File: src/rtl/ps2_pkg.sv
// Shared FSM encoding, bit-counter width and parity helper for the PS/2 host transmitter.
// Latency and backpressure: not applicable (types and functions only).
package ps2_pkg;

    typedef enum logic [2:0] {
        ST_IDLE,
        ST_INHIBIT,
        ST_START,
        ST_BITS,
        ST_ACK,
        ST_WAIT_IDLE
    } ps2_state_t;

    // Counts device clock falling edges 0..10 while the frame is shifted out.
    localparam int BIT_CNT_W = 4;

    function automatic logic odd_parity(input logic [7:0] d);
        return ~^d;
    endfunction

endpackage

File: src/rtl/ps2_line_sync.sv
// PS/2 line synchronizer: two flops per line plus falling-edge detect on the clock line.
// Latency: 2 clk to clk_s/data_s; clk_fall is high for the one cycle in which clk_s first reads low.
// Backpressure: none, free-running.
module ps2_line_sync (
    input  logic clk,
    input  logic rst_n,
    input  logic ps2_clk_in,
    input  logic ps2_data_in,
    output logic clk_s,
    output logic data_s,
    output logic clk_fall
);
    logic [1:0] clk_ff;
    logic [1:0] data_ff;
    logic       clk_prev;

    // Flops reset high so an idle bus never produces a spurious edge.
    always_ff @(posedge clk or negedge rst_n) begin
        if (!rst_n) begin
            clk_ff   <= 2'b11;
            data_ff  <= 2'b11;
            clk_prev <= 1'b1;
        end else begin
            clk_ff   <= {clk_ff[0], ps2_clk_in};
            data_ff  <= {data_ff[0], ps2_data_in};
            clk_prev <= clk_ff[1];
        end
    end

    assign clk_s    = clk_ff[1];
    assign data_s   = data_ff[1];
    assign clk_fall = clk_prev & ~clk_ff[1];

endmodule

File: src/rtl/ps2_host_tx.sv
// PS/2 host-to-device byte transmitter (inhibit, request-to-send, 11-clock frame, ack); PS2_TX_ACK_CHECK_EN turns a missing ack into err.
// Latency: INHIBIT_CYCLES + 1 clk before the device is clocked, then paced by the device clock, bounded by TIMEOUT_CYCLES.
// Backpressure: tx_ready only in IDLE; tx_valid is ignored while busy, nothing is queued.
module ps2_host_tx
    import ps2_pkg::*;
#(
    parameter int INHIBIT_CYCLES = 5000,
    parameter int TIMEOUT_CYCLES = 750000
) (
    input  logic       clk,
    input  logic       rst_n,
    input  logic [7:0] tx_data,
    input  logic       tx_valid,
    output logic       tx_ready,
    output logic       busy,
    output logic       done,
    output logic       err,
    input  logic       ps2_clk_in,
    input  logic       ps2_data_in,
    output logic       ps2_clk_oe,
    output logic       ps2_data_oe
);
    ps2_state_t           state;
    logic [7:0]           tx_q;
    logic [31:0]          inh_cnt;
    logic [31:0]          to_cnt;
    logic [BIT_CNT_W-1:0] bit_cnt;
    logic                 clk_s;
    logic                 data_s;
    logic                 clk_fall;
    logic                 timeout;
`ifdef PS2_TX_ACK_CHECK_EN
    logic                 ack_q;
`endif

    ps2_line_sync u_sync (
        .clk        (clk),
        .rst_n      (rst_n),
        .ps2_clk_in (ps2_clk_in),
        .ps2_data_in(ps2_data_in),
        .clk_s      (clk_s),
        .data_s     (data_s),
        .clk_fall   (clk_fall)
    );

    assign timeout = (to_cnt == 32'(TIMEOUT_CYCLES - 1));

    always_ff @(posedge clk or negedge rst_n) begin
        if (!rst_n) begin
            state       <= ST_IDLE;
            tx_q        <= '0;
            inh_cnt     <= '0;
            to_cnt      <= '0;
            bit_cnt     <= '0;
            tx_ready    <= 1'b0;
            busy        <= 1'b0;
            done        <= 1'b0;
            err         <= 1'b0;
            ps2_clk_oe  <= 1'b0;
            ps2_data_oe <= 1'b0;
`ifdef PS2_TX_ACK_CHECK_EN
            ack_q       <= 1'b0;
`endif
        end else begin
            done <= 1'b0;
            err  <= 1'b0;
            case (state)
                ST_IDLE: begin
                    tx_ready <= 1'b1;
                    if (tx_valid && tx_ready) begin
                        tx_q        <= tx_data;
                        inh_cnt     <= '0;
                        state       <= ST_INHIBIT;
                        tx_ready    <= 1'b0;
                        busy        <= 1'b1;
                        ps2_clk_oe  <= 1'b1;
                        ps2_data_oe <= 1'b0;
                    end
                end
                ST_INHIBIT: begin
                    if (inh_cnt == 32'(INHIBIT_CYCLES - 1)) begin
                        state       <= ST_START;
                        ps2_data_oe <= 1'b1;
                    end else begin
                        inh_cnt <= inh_cnt + 32'd1;
                    end
                end
                ST_START: begin
                    // Releasing the clock with data low is the request-to-send.
                    state      <= ST_BITS;
                    ps2_clk_oe <= 1'b0;
                    bit_cnt    <= '0;
                    to_cnt     <= '0;
                end
                ST_BITS, ST_ACK, ST_WAIT_IDLE: begin
                    if (timeout) begin
                        state       <= ST_IDLE;
                        ps2_clk_oe  <= 1'b0;
                        ps2_data_oe <= 1'b0;
                        busy        <= 1'b0;
                        tx_ready    <= 1'b1;
                        err         <= 1'b1;
                    end else begin
                        to_cnt <= to_cnt + 32'd1;
                        if (state == ST_BITS && clk_fall) begin
                            bit_cnt <= bit_cnt + 1'b1;
                            if (bit_cnt < 4'd8) begin
                                ps2_data_oe <= ~tx_q[bit_cnt[2:0]];
                            end else if (bit_cnt == 4'd8) begin
                                ps2_data_oe <= ~odd_parity(tx_q);
                            end else begin
                                ps2_data_oe <= 1'b0;
                                state       <= ST_ACK;
                            end
                        end else if (state == ST_ACK && clk_fall) begin
`ifdef PS2_TX_ACK_CHECK_EN
                            ack_q <= ~data_s;
`endif
                            state <= ST_WAIT_IDLE;
                        end else if (state == ST_WAIT_IDLE && clk_s && data_s) begin
                            state    <= ST_IDLE;
                            busy     <= 1'b0;
                            tx_ready <= 1'b1;
`ifdef PS2_TX_ACK_CHECK_EN
                            if (ack_q) begin
                                done <= 1'b1;
                            end else begin
                                err <= 1'b1;
                            end
`else
                            done <= 1'b1;
`endif
                        end
                    end
                end
                default: state <= ST_IDLE;
            endcase
        end
    end

endmodule

File: config.mk
export PLATFORM = sky130hd
export DESIGN_NAME = ps2_host_tx
export DESIGN_NICKNAME = d
export VERILOG_FILES = /design/src/rtl/ps2_pkg.sv /design/src/rtl/ps2_line_sync.sv /design/src/rtl/ps2_host_tx.sv
export SDC_FILE = /design/constraint.sdc
export NUM_CORES = 1
export LEC_CHECK = 0
export ABC_AREA = 0
export ABC_CLOCK_PERIOD_IN_PS = 1800
export CAP_MARGIN = 25
export CORE_MARGIN = 2
export CORE_UTILIZATION = 30
export CTS_CLUSTER_DIAMETER = 60
export DETAILED_ROUTE_END_ITERATION = 6
export DONT_BUFFER_PORTS = 1
export PLACE_DENSITY = 0.41
export SYNTH_ARGS = -nofsm -noshare
export SYNTH_HDL_FRONTEND = slang
export SYNTH_SLANG_ARGS = --single-unit
File: constraint.sdc
create_clock -name clk -period 1.8 [get_ports clk]
set_input_delay 0.18 -clock clk [delete_from_list [all_inputs] [get_ports clk]]
set_output_delay 0.18 -clock clk [all_outputs]
set_load 0.1 [all_outputs]
======== Word level (Yosys, flattened, before mapping) ========
Index checks and enable logic that the tools add are counted.
word-level totals
  output and inout bits ................... 6
  register bits after elaboration ......... 90
  logic and storage cells ................. 113
  input bits .............................. 13
cells by class
  order comparisons ....................... 2
  bitwise operators ....................... 4
  mux-type cells .......................... 47
  $add $sub $neg .......................... 3
  equality and inequality tests ........... 21
  reductions and logical operators ........ 22
operator list
  cell                                                   number
  case mux 32 bit (2 select lines)                       2
  2-to-1 mux 32 bit                                      3
  adder 32 x 1 -> 32 bit, second input constant          2
  equality test 32 x 13 -> 1 bit, second input constant  1
  equality test 32 x 20 -> 1 bit, second input constant  1
  2-to-1 mux 1 bit                                       25
  2-to-1 mux 3 bit                                       8
  != test 2 bit, second input constant                   6
  != test 3 bit, second input constant                   4
  case mux 3 bit (4 select lines)                        1
  AND reduction 5 bit                                    2
  AND reduction 3 bit                                    3
  2-to-1 mux 4 bit                                       2
  != test 4 bit, second input constant                   2
  case mux 4 bit (2 select lines)                        1
  AND reduction 4 bit                                    2
  XNOR reduction 8 bit                                   1
  equality test 3 x 2 -> 1 bit, second input constant    2
  equality test 3 bit, second input constant             2
  case mux 1 bit (3 select lines)                        2
  nonzero test 2 bit                                     3
  nonzero test 3 bit                                     2
  logical AND 1 bit                                      5
  != test 5 bit, second input constant                   1
  other kinds (12)                                       16

======== Longest topological paths before layout ========
Gate-level depths: netlist of the first run.
  word-level depth ........................ 8
  mapped depth ............................ 8

======== Cells and area by module ========
Synthesis of the first run repeated with hierarchy kept, for this count alone.
second synthesis, totals
  cells, all modules ...................... 523
  area, all modules ....................... 4837.1 um2
by module, submodules not included
  module         area an instance (um2)  times used  sequential area each (um2)  cells an instance
  ps2_host_tx    4692.0                  1           2127.0                      517
  ps2_line_sync  145.1                   1           131.4                       6

======== Worst setup path before layout of the first run ========
No wires, ideal clock.
  path type ............................... register to register
  start ................................... register tx_ready
  end ..................................... register inh_cnt[22]
  arrival time ............................ 2.162 ns
  path slack .............................. -0.495 ns
  data required time ...................... 1.667 ns
  stages on the path, launching flop included .. 7
  period minus slack after synthesis ...... 2.295 ns
  setup time .............................. 0.133 ns
  path through ............................ dfrtp_1 nand2_1 a211o_1 buf_2 nor4_2 xnor2_1 nor2_1
between the ends
  word-level cells in the longest chain between the ends .. 3
RTL lines
  what                           line               source
  from (decl)                    ps2_host_tx.sv:14  output logic tx_ready,
  from (signal assigned)         ps2_host_tx.sv:55  tx_ready <= 1'b0;
  from (signal assigned)         ps2_host_tx.sv:69  tx_ready <= 1'b1;
  from (signal assigned)         ps2_host_tx.sv:74  tx_ready <= 1'b0;
  logical AND 1 bit              ps2_host_tx.sv:70  if (tx_valid && tx_ready) begin
  != test 2 bit (no line)        n/a
  AND reduction 3 bit (no line)  n/a
  to (signal assigned)           ps2_host_tx.sv:85  inh_cnt <= inh_cnt + 32'd1;
  to (decl)                      ps2_host_tx.sv:25  logic [31:0] inh_cnt;
No other way between the ends.
A chain may end at the register's enable or synchronous reset.

======== Final worst setup path of the first run ========
  start ................................... register inh_cnt[9]
  end ..................................... register inh_cnt[18]
between the ends
  word-level cells in the longest chain between the ends .. 3
  elaborated cells between the ends (all ways) .. 6
  those cells by class .................... 1 x add/sub; 2 x eq/ne; 2 x mux; 1 x reduce/logical
RTL lines
  what                                                                      line
  adder 32 x 1 -> 32 bit or equality test 32 x 13 -> 1 bit (tied branches)  ps2_host_tx.sv:85, ps2_host_tx.sv:81
  2-to-1 mux 32 bit or != test 2 bit (tied branches)                        n/a
  case mux 32 bit (2 select lines) or AND reduction 3 bit (tied branches)   n/a
Several ways; a longest one is shown, not always the timed one. The select of a mux whose other input is x is not followed.

==> results of run 1 <==
logic make-up (layout without fill, tap and decap cells):
family | Yosys count | count (layout)
DFF | 90 | 90
xor gates and xnor gates | 28 | 28
buffers and inverters | 36 | 210
adders and majority gates | 4 | 4
muxes | 13 | 13
AOI/OAI and AO/OA | 97 | 97
and+or+nand+nor | 261 | 262
state kept, by name, indices dropped and copies added, names as in the netlist:
signal,flops
ps2_data_oe,1
bit_cnt,4
tx_q,8
ps2_clk_oe,1
inh_cnt,32
u_sync.clk_ff,2
u_sync.clk_prev,1
err,1
u_sync.data_ff,2
tx_ready,1
busy,1
state,3
to_cnt,32
done,1
report_power, final:
group | internal [mW] | switching (mW)
combinational | 0.0172 | 0.00605
sequential | 2.03 | 0.00367
clock | 1.01 | 0.836
worst max-delay path, cell delays in order, from the launching register on:
cell and delay, ns:
dfrtp_1 0.39, buf_4 0.14, and3_4 0.16, nand4_1 0.24
o21ai_4 0.11, buf_12 0.17, or4_1 0.49, a21oi_1 0.14
cells in the final DEF (no fill, tap or decap), types with 5 or more instances in the layout:
master,synthesis,layout
nand3_1,25,22
inv_1,14,14
dfstp_2,5,5
or4_1,18,16
nand4_1,15,15
xor2_1,9,9
o21ai_1,7,12
dlygate4sd3_1,0,10
nand2b_1,10,10
nor4_4,1,15
a21oi_1,33,23
buf_12,0,6
xnor2_1,19,19
nand4_4,1,5
nand2_2,0,8
nand2_1,74,64
buf_4,2,138
o211ai_1,6,6
or3_4,1,7
clkbuf_16,0,11
o31ai_1,13,12
nor3_1,12,7
dfrtp_2,0,12
mux2i_1,10,10
nor4_1,12,5
or3_1,12,7
nor2_1,33,32
o21ai_0,15,5
dfrtp_1,85,72
buf_6,5,23
a21oi_2,0,10
Yosys cell counts, types with 5 or more instances:
library cell	n	share of area
nor4_2	10	0.025
nand4_2	5	0.012
nor2_1	33	0.024
inv_1	14	0.010
a21oi_1	33	0.033
or4_1	18	0.027
nor3_1	12	0.012
clkbuf_1	11	0.0082
o21ai_0	15	0.015
xor2_1	9	0.016
o211ai_1	6	0.0089
nand2_1	74	0.055
buf_6	5	0.011
nor4_1	12	0.015
or3_1	12	0.015
and4_1	6	0.010
xnor2_1	19	0.033
and3_1	6	0.0074
dfrtp_1	85	0.42
nand3_1	25	0.025
nand4_1	15	0.019
mux2i_1	10	0.020
o21ai_1	7	0.0069
nand2b_1	10	0.012
dfstp_2	5	0.026
o31ai_1	13	0.019
area by class of cell:
type | count | area [sq um] | area share
multi-input combinational | 404 | 3150 | 0.414
tap | 220 | 275 | 0.0361
clock inverter | 5 | 28.8 | 0.00378
inverter | 14 | 52.6 | 0.00690
clock buffer | 11 | 253 | 0.0332
sequential | 90 | 2280 | 0.299
timing repair buffer | 180 | 1580 | 0.207
stage by stage:
| step | setup TNS [ns] | instance area [sq um] | total power [mW] |
|---|---|---|---|
| CTS | -1.48 | 7030 | 3.95 |
| global route | -6.97 | 7620 | 4.04 |
| detailed placement | -7.51 | 6340 | 2.08 |
| global placement | -7.55 | 6340 | 2.08 |
| finish | -1.99 | 7620 | 3.90 |
| floorplan | 0 | 5110 | 2.08 |
what timing repair did:
item / 4_1_cts / 5_1_grt
gates cloned: 2 / 3
gates resized for setup: 42 / 92
buffers inserted: 17 / 19
pin swaps: 27 / 60
endpoints found under the setup margin: 64 / 74
hold endpoints to repair: 100 / 90
how the worst min path moves through the flow:
stage / start / to / slack, ns / cells past startpoint
floorplan: rst_n / bit_cnt[0]$_DFFE_PN0P_ / -0.12 / 0
global placement: rst_n / to_cnt[7]$_DFFE_PN0P_ / -0.11 / 0
detailed placement: rst_n / to_cnt[7]$_DFFE_PN0P_ / -0.11 / 0
CTS: rst_n / to_cnt[9]$_DFFE_PN0P_ / -0.49 / 0
global route: rst_n / to_cnt[7]$_DFFE_PN0P_ / -0.50 / 0
finish: rst_n / to_cnt[9]$_DFFE_PN0P_ / -0.48 / 0
routing by layer:
layer,vias up,GRT usage,part of all wire
met3,11,0.0325,0.033
li1,2319,-,-
met5,-,0,0
met4,0,0.0479,0.011
met1,2339,0.247,0.50
met2,71,0.242,0.46
==> impl_metrics.yaml, run 1 <==
detailed_routing:
  vias_per_cell: 5.13
  via_count: 4740
  firstDrtPassIters: 4
  ant_nets: 0
  drt_iter0_drc: 297
  drc: 0
  drt_wl_total_um: 15200
  wl_per_cell_um: 16.4
worst_setup_path:
  r2r_start: "inh_cnt[9]$_DFFE_PN0P_"
  endpoint: "inh_cnt[18]$_DFFE_PN0P_"
  timing.rr.end: "inh_cnt[18]$_DFFE_PN0P_"
  startpoint: "inh_cnt[9]$_DFFE_PN0P_"
  crit_fanout: 18
  cp-end-kind: "register"
  ff2ff_path_depth: 7
  cp_data_required_time_ns: 2.07
  critPathLaunchType: "register"
  path_class: "reg -> reg"
  cp.arrival_ns: 2.20
  r2r_slack_ns: -0.13
global_route:
  grt_max_degree: 91
  antenna_found_initial: 0
  grt_pass1_wl_um: 23800
  track_usage: 0.166
  overflow: 0
  grt_pass1_vias: 4590
run_status:
  status: "complete, but fails checks"
  violations: "negative hold slack, negative setup slack"
synth:
  synth.distinct_cells: 66
  yosysSeqAreaShare: 0.446
  synth-seq-cells: 90
  synth_top_family_by_area: "simple AND/OR/NAND/NOR gates"
  yosys.area_share.simple: 0.305
  synthMuxAreaShare: 0.0309
  synth_compound_area_frac: 0.123
  ys_warn_count: 0
  synthXorXnorAreaFrac: 0.0484
  synth_fa_ha_area_frac: 0.00988
  synth_area_sq_um: 5070
  synth_ff_type: "dfrtp_1"
  synth_nets: 546
  synthCells: 529
  avgSynthCellArea_sq_um: 9.58
  synth_edf_count: 0
  synthArstFlopShare: 1.00
floorplan:
  dieArea_sq_um: 17900
  die_h_um: 134
  die_w_um: 134
  pin_count: 19
  coreArea_sq_um: 16500
  rows: 47
  start_util: 0.307
layout:
  antenna_cells: 0
  stdcell_count: 924
  area_delta_synth_final_pct: 50.4
  layout-drive-gt1-share: 0.428
  fin_nets: 716
  fin_util: 0.461
  n_fill_cell: 1551
clocking:
  clkLatencyLatePin_ns: 0.35
  h-tree-depth: 3
  clock_sinks: 90
  cts_buffer_depth: 2
  clkTransAtPathRegs_ns: 0.07
  cts_made_buffers: 9
  cts_root_buf: "clkbuf_16"
  hold_buffers: 10
  cts_tree: "done"
timing:
  finalCritPeriodShare: 1.07
  holdWs_ns: -0.481
  max_freq_mhz: 517
  final-hold-violation-count: 90
  fin_skew_ns: 0.0110
  rsz0062_at_grt: "true"
  worst_slack_ns: -0.132
  slew_headroom: 0.740
  tightestPinTransition_ns: 0.389
  fin_crit_ns: 1.93
  setup_viol: 43
  drv_slew: 0
power_and_ir_drop:
  ir_drop_mv: 0.431
  power.leakage_nw: 3.24
  p_per_area_nw_per_um2: 512
job:
  maxCapViolations: 0
placement:
  post-place-ws_ns: -0.277
  io_buffers: 0
  place_congestion: 0.800
  placedCellCount: 861
  dp_hpwl_um: 9640
worst_hold_path:
  hold_path.class: "in -> async"
No activity file was read; power rests on OpenSTA's default activity.
==> inputs of run 2 (changes only) <==
Settings changed: ABC_CLOCK_PERIOD_IN_PS 1800 to 2100, CTS_BUF_LIST set to sky130_fd_sc_hd__clkbuf_2, PLACE_DENSITY 0.41 to 0.4.
Clock period 1.8 ns to 2.1 ns, I/O delays scaled along.
==> run 2 against run 1 <==
  * Via count decreased by 10%
  * Largest cell class unchanged
  * Critical path depth grew 1
  * Critical path type unchanged
  * Total power is 30% lower
  * Clock skew up 0.020 ns
  * Sequential power shrank 14%
  * The flow now finishes without violations
  * Global-route usage fell by 1.1 points
  * Routed wire length down 12%
  * Core utilization fell by 9.5 points
  * First-iteration DRC count down 8.8%
==> impl_metrics.yaml, run 2 (synthesis results as in run 1) <==
timing:
  holdWs_ns: 0.144
  finalCritPeriodShare: 0.966
  fin_tns_setup_ns: 0
  worst_slack_ns: 0.0706
  fin_crit_ns: 2.03
  fin_skew_ns: 0.0314
  final-hold-violation-count: 0
  tightestPinTransition_ns: 0.553
  rsz0062_at_grt: "true"
  setup_viol: 0
  drv_slew: 0
  max_freq_mhz: 493
  slew_headroom: 0.629
detailed_routing:
  drt_wl_total_um: 13300
  vias_per_cell: 5.17
  via_count: 4246
  ant_nets: 0
  wl_per_cell_um: 16.2
  drc: 0
  firstDrtPassIters: 4
  drt_iter0_drc: 271
clocking:
  clock_sinks: 90
  clkLatencyLatePin_ns: 0.58
  h-tree-depth: 3
  cts_buffer_depth: 2
  clkTransAtPathRegs_ns: 0.26
  cts_tree: "done"
  cts_root_buf: "clkbuf_2"
  cts_made_buffers: 9
worst_setup_path:
  timing.rr.end: "inh_cnt[18]$_DFFE_PN0P_"
  cp-end-kind: "register"
  crit_fanout: 15
  ff2ff_path_depth: 8
  r2r_start: "inh_cnt[0]$_DFFE_PN0P_"
  startpoint: "inh_cnt[0]$_DFFE_PN0P_"
  path_class: "reg -> reg"
  endpoint: "inh_cnt[18]$_DFFE_PN0P_"
  r2r_slack_ns: 0.07
  cp_data_required_time_ns: 2.62
  critPathLaunchType: "register"
  cp.arrival_ns: 2.55
floorplan:
  die_h_um: 134
  pin_count: 19
  coreArea_sq_um: 16500
  start_util: 0.307
  die_w_um: 134
  rows: 47
  dieArea_sq_um: 17900
global_route:
  grt_pass1_wl_um: 21800
  grt_pass1_vias: 4029
  track_usage: 0.154
  overflow: 0
  antenna_found_initial: 1
  grt_max_degree: 91
run_status:
  status: "completed"
layout:
  mostFrequentLayoutCells: "dfrtp_1, nand2_1, buf_4, nor2_1, a21oi_1"
  n_fill_cell: 1658
  final_common_cell: "dfrtp_1"
  area_delta_synth_final_pct: 19.4
  fin_util: 0.366
  largestRegisters: "inh_cnt (32), to_cnt (32), tx_q (8)"
  fin_nets: 613
  layout-drive-gt1-share: 0.226
power_and_ir_drop:
  power.leakage_nw: 2.49
  p_per_area_nw_per_um2: 449
  ir_drop_mv: 0.173
placement:
  dp_hpwl_um: 9280
  place_congestion: 0.784
  post-place-ws_ns: 0.0770
  io_buffers: 0
worst_hold_path:
  hold_path.class: "in -> async"
job:
  maxCapViolations: 0
==> run 2: changes by cell type in the layout (fill, tap and decap cells not counted), sizes merged <==
| cell | delta |
|---|---|
| or3 | -1 |
| buf | -101 |
| diode | +1 |
| clkinv | -2 |
| bufinv | +1 |
| dlygate4sd3 | +1 |
| clkinvlp | +1 |
| clkbuf | -2 |
==> run 2: where the power goes <==
group / leakage (nW) / switching, mW / internal (mW)
registers: 1.10 / 0.00312 / 1.75
logic: 1.31 / 0.0394 / 0.0213
clock network: 0.0696 / 0.623 / 0.280
==> run 2: timing repair <==
| action | 4_1_cts | 5_1_grt |
|---|---|---|
| endpoints found under the hold margin | 100 | 0 |
| setup endpoints to repair | 0 | 36 |
| resized for setup | 0 | 20 |
| hold buffers | 12 | 0 |
| buffers inserted | 0 | 5 |
==> run 2: per-layer routing <==
metal	wire length [um]	vias up	share of wire	track usage
li1	-	2088	-	-
met1	7180	2087	0.54	0.235
met2	5610	61	0.42	0.220
met3	339	10	0.026	0.0246
met4	164	0	0.012	0.0526
met5	0	-	0	0
==> run 2: area by class of cell <==
class                           instances  area, sq um  share of cell area
Sequential cell                        90         2260               0.374
Inverter                               14         52.6             0.00869
Multi-Input combinational cell        403         2700               0.447
Tap cell                              220          275              0.0455
Antenna cell                            1         2.50            0.000414
Clock inverter                          5         55.1             0.00910
Timing Repair Buffer                   78          642               0.106
Clock buffer                           11         55.1             0.00910
==> run 2: how the worst min path moves through the flow <==
stage,to,slack [ns]
finish,to_cnt[8]$_DFFE_PN0P_,0.14
floorplan,bit_cnt[0]$_DFFE_PN0P_,-0.09
global placement,to_cnt[8]$_DFFE_PN0P_,-0.08
detailed placement,to_cnt[10]$_DFFE_PN0P_,-0.08
global route,u_sync.data_ff[0]$_DFF_PN1_,0.07
CTS,state[0]$_DFFE_PN0P_,0.07
==> run 2: critical path, cell delays in order, from the launching register on <==
cell and delay, ns:
dfrtp_1 0.47, ha_2 0.22, nor4bb_4 0.15, nand4_1 0.07, buf_4 0.14, o21ai_4 0.09
buf_8 0.17, or4_1 0.51, a21oi_1 0.15
==> run 2: per-stage QoR <==
stage | total power [mW] | cell area (sq um) | cells
floorplan | 1.78 | 5070 | 529
global placement | 1.78 | 5670 | 787
detailed placement | 1.78 | 5670 | 787
CTS | 2.78 | 5910 | 815
global route | 2.86 | 6050 | 822
finish | 2.71 | 6050 | 822
==> inputs of run 3 (changes only) <==
Settings changed: ABC_CLOCK_PERIOD_IN_PS 2100 to 2300.
Clock period 2.1 ns to 2.3 ns, I/O delays scaled along.
==> run 3 against run 2 <==
  * Via count shrank 2.2%
  * Clock power decreased by 20%
  * Non-clock buffer count decreased by 41
  * Clock skew is 0.0056 ns lower
  * Critical path depth decreased by 1
  * Cell count decreased by 5.0%
  * First-iteration DRC count rose by 51%
  * Sequential share of layout area grew 2.6 points
  * Critical endpoint unchanged
  * Highest routed layer unchanged
==> impl_metrics.yaml, run 3 (synthesis results as in run 1) <==
run_status:
  status: "completed"
clocking:
  cts_tree: "done"
  cts_made_buffers: 9
  clkLatencyLatePin_ns: 0.61
  clock_sinks: 90
  cts_root_buf: "clkbuf_2"
  cts_resized: 0
  cts_buffer_depth: 2
  h-tree-depth: 3
  clkTransAtPathRegs_ns: 0.26
layout:
  mostFrequentLayoutCells: "dfrtp_1, nand2_1, nor2_1, a21oi_1, nand3_1"
  fin_nets: 572
  largestRegisters: "inh_cnt (32), to_cnt (32), tx_q (8)"
  register_area_sq_um: 2260
  layout-drive-gt1-share: 0.145
  fin_area_sq_um: 5640
  area_delta_synth_final_pct: 11.3
  stdcell_count: 781
  multiInputGateArea_sq_um: 2630
  final_common_cell: "dfrtp_1"
  n_fill_cell: 1712
floorplan:
  die_h_um: 134
  dieArea_sq_um: 17900
  start_util: 0.307
  rows: 47
  coreArea_sq_um: 16500
  pin_count: 19
  die_w_um: 134
timing:
  slew_headroom: 0.404
  finalCritPeriodShare: 0.921
  fin_skew_ns: 0.0258
  fin_tns_setup_ns: 0
  max_freq_mhz: 472
  drv_slew: 0
  final-hold-violation-count: 0
  tightestPinTransition_ns: 0.895
  fin_crit_ns: 2.12
  setup_viol: 0
  rsz0062_at_grt: "false"
worst_setup_path:
  crit_fanout: 35
  path_class: "reg -> reg"
  r2r_start: "inh_cnt[0]$_DFFE_PN0P_"
  endpoint: "inh_cnt[18]$_DFFE_PN0P_"
  r2r_slack_ns: 0.18
  ff2ff_path_depth: 7
  startpoint: "inh_cnt[0]$_DFFE_PN0P_"
  cp-end-kind: "register"
  timing.rr.end: "inh_cnt[18]$_DFFE_PN0P_"
  critPathLaunchType: "register"
  cp_data_required_time_ns: 2.84
  cp.arrival_ns: 2.66
placement:
  placedCellCount: 751
  io_buffers: 0
  placed_area_sq_um: 5410
  place_congestion: 0.780
  dp_hpwl_um: 8820
detailed_routing:
  ant_nets: 0
  drt_iter0_drc: 409
  via_count: 4153
  drt_wl_total_um: 13000
  drc: 0
  firstDrtPassIters: 4
  wl_per_cell_um: 16.7
  vias_per_cell: 5.32
power_and_ir_drop:
  p_per_area_nw_per_um2: 421
  ir_drop_mv: 0.152
  power.leakage_nw: 2.25
global_route:
  grt_pass1_vias: 3923
  grt_max_degree: 91
  grt_pass1_wl_um: 21600
  track_usage: 0.153
  overflow: 0
  antenna_found_initial: 1
worst_hold_path:
  hold_path.class: "in -> reg"
job:
  maxCapViolations: 0
## run 3: cell count changes in the layout (fill, tap and decap cells not counted), moves of 2 or more
cell and delta:
buf_4 -39, a21oi_2 -2, nor4_1 +2, ha_1 +2, dfrtp_2 -5, a21oi_1 +2, ha_2 -2, dfrtp_1 +5
nor4_4 -2, clkbuf_2 +2
## run 3: where the power goes
part           total (mW)  switching, mW  leakage, nW  internal [mW]
clock               0.720          0.565       0.0596          0.155
sequential           1.60        0.00240         1.11           1.59
combinational      0.0552         0.0369         1.08         0.0184
## run 3: repair_timing
item                                    in CTS  in global routing
buffers inserted                             0                  1
endpoints found under the hold margin      100                  0
endpoints found under the setup margin       0                  5
hold buffers                                12                  0
## run 3: critical path, cell delays in order (launching register included)
cell,delay [ns]
dfrtp_1,0.48
ha_1,0.25
nor4bb_1,0.14
nand4_1,0.22
o21ai_2,0.10
buf_12,0.18
or4_1,0.50
a21oi_1,0.16
## run 3: per-stage QoR
step | total power, mW | utilization | setup WS, ns | hold slack, ns
final | 2.37 | 0.341 | 0.181 | 0.117
after detailed placement | 1.63 | 0.327 | 0.214 | -0.0609
after global routing | 2.48 | 0.341 | 0.0333 | 0.107
after global placement | 1.63 | 0.327 | 0.240 | -0.0627
after floorplan | 1.62 | - | 0.00520 | -0.0656
after CTS | 2.41 | 0.341 | 0.137 | 0.0634
## run 3: layout make-up
cell class                 count  share of cell area
multi-input combinational    403               0.466
sequential                    90               0.401
timing repair buffer          37              0.0599
tap                          220              0.0488
clock buffer                  13              0.0115
inverter                      14             0.00932
clock inverter                 3             0.00289
antenna                        1            0.000444
## run 3: how the worst min path moves through the flow
stage | slack, ns | from | to | cells past startpoint
floorplan | -0.07 | rst_n | bit_cnt[0]$_DFFE_PN0P_ | 0
global placement | -0.06 | rst_n | to_cnt[13]$_DFFE_PN0P_ | 0
detailed placement | -0.06 | rst_n | to_cnt[11]$_DFFE_PN0P_ | 0
CTS | 0.06 | tx_valid | state[0]$_DFFE_PN0P_ | 4
global route | 0.11 | ps2_clk_in | u_sync.clk_ff[0]$_DFF_PN1_ | 1
finish | 0.12 | tx_valid | state[0]$_DFFE_PN0P_ | 4
## run 3: per-layer routing
metal / up-vias / share of wire / track usage
met5: - / 0 / 0
met4: 0 / 0.014 / 0.0550
met3: 12 / 0.030 / 0.0246
met2: 67 / 0.41 / 0.211
met1: 2055 / 0.55 / 0.236
li1: 2019 / - / -
